`src/rtl/hazard_fwd_unit.sv`:
```
// Decode-side hazard unit: per-operand bypass select with youngest-producer priority,
// long-latency register scoreboard, decode stall and a saturating stall-cycle counter.
module hazard_fwd_unit #(
    parameter int NUM_SRC    = 2,
    parameter int NUM_STAGES = 2,
    parameter int REG_AW     = 5,
    parameter int CNT_W      = 32
) (
    input  logic                                      clk,
    input  logic                                      rst_n,
    input  logic                                      de_valid,
    input  logic [NUM_SRC*REG_AW-1:0]                 de_rs,
    input  logic [NUM_SRC-1:0]                        de_rs_used,
    input  logic [NUM_STAGES*REG_AW-1:0]              st_rd,
    input  logic [NUM_STAGES-1:0]                     st_wen,
    input  logic [NUM_STAGES-1:0]                     st_ready,
    input  logic                                      lat_issue,
    input  logic [REG_AW-1:0]                         lat_rd,
    input  logic                                      lat_done,
    input  logic [REG_AW-1:0]                         lat_done_rd,
    input  logic                                      lat_flush,
    output logic [NUM_SRC*$clog2(NUM_STAGES+1)-1:0]   fwd_sel,
    output logic                                      stall,
    output logic [CNT_W-1:0]                          stall_cnt
);
    localparam int SEL_W    = $clog2(NUM_STAGES + 1);
    localparam int NUM_REGS = 2 ** REG_AW;

    logic [NUM_REGS-1:0] sb_reg;
    logic [NUM_REGS-1:0] sb_next;
    logic [CNT_W-1:0]    cnt_reg;
    logic [NUM_SRC-1:0]  hazard;

    // Flush dominates; an issue after a done on the same rd leaves the new producer pending.
    always_comb begin
        sb_next = sb_reg;
        if (lat_flush) begin
            sb_next = '0;
        end else begin
            if (lat_done) begin
                sb_next[lat_done_rd] = 1'b0;
            end
            if (lat_issue && lat_rd != '0) begin
                sb_next[lat_rd] = 1'b1;
            end
        end
        sb_next[0] = 1'b0;
    end

    genvar gi;
    generate
        for (gi = 0; gi < NUM_SRC; gi++) begin : g_src
            logic [REG_AW-1:0] rs;
            logic [SEL_W-1:0]  sel;
            logic              hit;
            logic              hit_ready;

            assign rs = de_rs[gi*REG_AW +: REG_AW];

            // Scan oldest to youngest so the youngest matching stage is the last writer.
            always_comb begin
                sel       = '0;
                hit       = 1'b0;
                hit_ready = 1'b1;
                for (int k = NUM_STAGES - 1; k >= 0; k--) begin
                    if (st_wen[k] && st_rd[k*REG_AW +: REG_AW] == rs && rs != '0) begin
                        sel       = SEL_W'(k + 1);
                        hit       = 1'b1;
                        hit_ready = st_ready[k];
                    end
                end
            end

            assign fwd_sel[gi*SEL_W +: SEL_W] = de_rs_used[gi] ? sel : '0;

            // A forwarding match shadows the scoreboard: the in-flight stage is the newer producer.
            assign hazard[gi] = de_valid && de_rs_used[gi] &&
                                (hit ? !hit_ready : (rs != '0 && sb_reg[rs]));
        end
    endgenerate

    assign stall     = |hazard;
    assign stall_cnt = cnt_reg;

    always_ff @(posedge clk or negedge rst_n) begin
        if (!rst_n) begin
            sb_reg  <= '0;
            cnt_reg <= '0;
        end else begin
            sb_reg <= sb_next;
            if (stall && cnt_reg != {CNT_W{1'b1}}) begin
                cnt_reg <= cnt_reg + 1'b1;
            end
        end
    end
endmodule

```
`config.mk`:
```
export PLATFORM = sky130hd
export DESIGN_NAME = hazard_fwd_unit
export DESIGN_NICKNAME = d
export VERILOG_FILES = /design/src/rtl/hazard_fwd_unit.sv
export SDC_FILE = /design/constraint.sdc
export NUM_CORES = 1
export LEC_CHECK = 0
export ABC_AREA = 1
export CORE_UTILIZATION = 50
export CTS_CLUSTER_DIAMETER = 30
export DETAILED_ROUTE_END_ITERATION = 16
export GPL_ROUTABILITY_DRIVEN = 0
export GPL_TIMING_DRIVEN = 1
export PLACE_DENSITY = 0.82
export SLEW_MARGIN = 15
export SYNTH_ARGS = -nofsm -noshare
export SYNTH_HDL_FRONTEND = slang
export SYNTH_SLANG_ARGS = --single-unit
export TNS_END_PERCENT = 50
```
`constraint.sdc`:
```
create_clock -name clk -period 3.5 [get_ports clk]
set_input_delay 0.875 -clock clk [delete_from_list [all_inputs] [get_ports clk]]
set_output_delay 0.875 -clock clk [all_outputs]
set_load 0.01 [all_outputs]
```
==> qor.txt, run 1 <==
sequential share of the synthesized area - 0.326
status - finished, final reports clean
Sequential Power Share - 0.424
Setup WS pre-CTS - -338 ps
CTS tree - done
final hold vios - 0
CP required - 2620 ps
CP max FO - 5
die area - 0.0101 mm^2
FF/Latch Area - 0.00158 mm^2
final worst-path setup slack - 183 ps
r2r setup slk - 880 ps
Clock transition at path regs - 90 ps
top cell type's share of synthesized area - 0.326
Die X - 100 um
CTS root buffer - clkbuf_8
Synth top cells by count - 224 x nand2_1, 84 x inv_1, 84 x nand3_1, 63 x dfrtp_1, 39 x a21oi_1
gr usage total - 0.293
Initial Utilization - 0.520
WS Path Type - input pin to primary output
number of synthesized flops with an enable pin - 0
antenna viol nets, final - 0
dominant synthesized flop cell - dfrtp_1
drt wl/cell - 14.8 um
Critical Path Start Type - input pin
Clk pwr share - 0.365
worst reg2reg path endpoint - stall_cnt[7]$_DFFE_PN0P_
Post-Syn Nets - 753
fmax - 301 MHz
Syn Area/Cell - 6.80 um^2
HP Class - flop to flop
Synth Register Bits - 63
Worst Hold Slack - 511 ps
ANT cells - 0
reg2reg start - stall_cnt[0]$_DFFE_PN0P_
RSZ-0062 raised after global routing - false
CTS Buffer Depth - 2
drt pass-1 iters - 5
Die Y - 100 um
fraction of layout cells with a size suffix above 1 - 0.144
DRC viols - 0
clock sink count - 63
Tot Pwr - 1.86 mW
max reg flops - 32
largest net degree at the start of global routing - 64
P_int - 1.30 mW
Synth Instances - 710
ys async rst share - 1.00
Psw - 567 uW
worst setup path endpoint - fwd_sel[1]
Synth Cell Area - 0.00483 mm^2
dpl hpwl - 10300 um
Post-Route WL - 14100 um
largest cells by area after synthesis - dfrtp_1 33%, nand2_1 17%, nand3_1 8.7%
Max Cap Viol - 0
Comb pwr share - 0.211
Synthesis Warnings - 0
slew at the pin with the worst max-slew slack - 1120 ps
# IOs - 79
IO buf count - 78
worst vdd ir - 0.306 mV
1st-iter DRT viols - 562
fin crit share - 0.948
Inserted Clock Buffers - 9
CP endpoint kind - primary output
final net count - 862
core area - 0.00928 mm^2
hold buffer count at cts - 0
Distinct cells, synth - 38
LEAKAGE - 2.83 nW
slew margin rel. - 0.251
pwr dens - 306 mW/mm^2
Reg2Reg Depth - 9
first-pass GRT wire length - 23400 um
final core utilization - 0.656
setup bufs post-CTS - 0
Worst Skew - 22.8 ps
Net Sw Frac - 0.304
Placement Rows - 35
fillcell total - 808
Slew Viols, Final - 0
CP Data Arrival Time - 2440 ps
post-layout min period - 3320 ps
antenna violations before repair - 0
vias in the first global route - 5143
worst-skew pair later-pin latency - 360 ps
Layout Area Growth over Synthesis - 26.1%
Synth area leader - dfrtp_1
most common cell in the netlist - nand2_1
critical path launch point - de_rs[2]
via/cell ratio - 5.51
Overflow after GRT - 0
Setup-failing EPs final - 0
multi-input logic area - 0.00274 mm^2
H-Tree Depth - 3
via count - 5249
## power by group through the flow
stage / combinational [mW] / clock [mW] / sequential, mW
3_5_place_dp: 0.390 / 0 / 0.801
4_1_cts: 0.389 / 0.681 / 0.788
2_1_floorplan: 0.215 / 0 / 0.804
5_1_grt: 0.438 / 0.714 / 0.791
3_3_place_gp: 0.380 / 0 / 0.801
6_report: 0.393 / 0.680 / 0.789
## kinds of logic after synthesis
family	Yosys count	synth area share
AOI/OAI and AO/OA	80	0.0883
xor gates and xnor gates	28	0.0508
adders and majority gates	1	0.00259
buffers and inverters	111	0.109
DFF	63	0.326
and+or+nand+nor	427	0.423
## cells in the final DEF, fill, tap and decap left out, drive strengths merged, types with 15 or more instances in the layout
cell,netlist,routed
nand3,108,108
dfrtp,63,63
a21oi,42,42
nor3,26,26
dlygate4sd2,0,15
xnor2,15,15
nor2,45,45
nand2,229,229
clkdlybuf4s50,0,59
o21ai,34,34
buf,16,40
inv,92,94
## routing by layer
metal / vias up / track usage / wire length (um)
met5: - / 0 / 0
met3: 45 / 0.0446 / 1070
met2: 301 / 0.487 / 6680
met1: 2388 / 0.368 / 5830
li1: 2515 / - / -
met4: 0 / 0.156 / 503
## through the flow
stage	std cells	setup TNS, ps	cell area [um^2]
after global placement	937	-887	5880
after detailed placement	937	-1070	5880
after CTS	953	0	6090
after floorplan	710	0	4830
after global routing	953	0	6090
final	953	0	6090
## worst min-delay path by stage
stage	start	endpoint	slack, ps	depth (start not counted)
floorplan	sb_reg[31]$_DFF_PN0_	sb_reg[31]$_DFF_PN0_	510	2
global placement	stall_cnt[30]$_DFFE_PN0P_	stall_cnt[30]$_DFFE_PN0P_	480	2
detailed placement	stall_cnt[31]$_DFFE_PN0P_	stall_cnt[31]$_DFFE_PN0P_	490	2
CTS	stall_cnt[31]$_DFFE_PN0P_	stall_cnt[31]$_DFFE_PN0P_	510	2
global route	stall_cnt[26]$_DFFE_PN0P_	stall_cnt[26]$_DFFE_PN0P_	540	2
finish	stall_cnt[30]$_DFFE_PN0P_	stall_cnt[30]$_DFFE_PN0P_	510	2
## cell type report
cell class | count | share of cell area
clock buffers | 11 | 0.0249
clock inverters | 5 | 0.0105
inverters | 92 | 0.0567
multi-input cells | 536 | 0.450
flip-flops and latches | 63 | 0.259
well taps | 129 | 0.0265
repair buffers | 117 | 0.173
## what timing repair did
action                     CTS  global route
resized for setup           20             4
gates cloned                 0             0
pin swaps                    2             2
setup endpoints to repair    5             1
## critical path: stages
cell and delay, ps:
clkdlybuf4s50_1 500, buf_4 150, xnor2_1 110, nand4_1 140, nor2_1 140, nand2_2 70, buf_4 130, nor2_1 60
dlygate4sd2_1 270
(Power assumes the default switching activity.)
==> run 2: changes to the inputs <==
- CAP_MARGIN: default -> 10
==> results of run 2 <==
Final layout, timing and power as in run 1 (identical DEF).
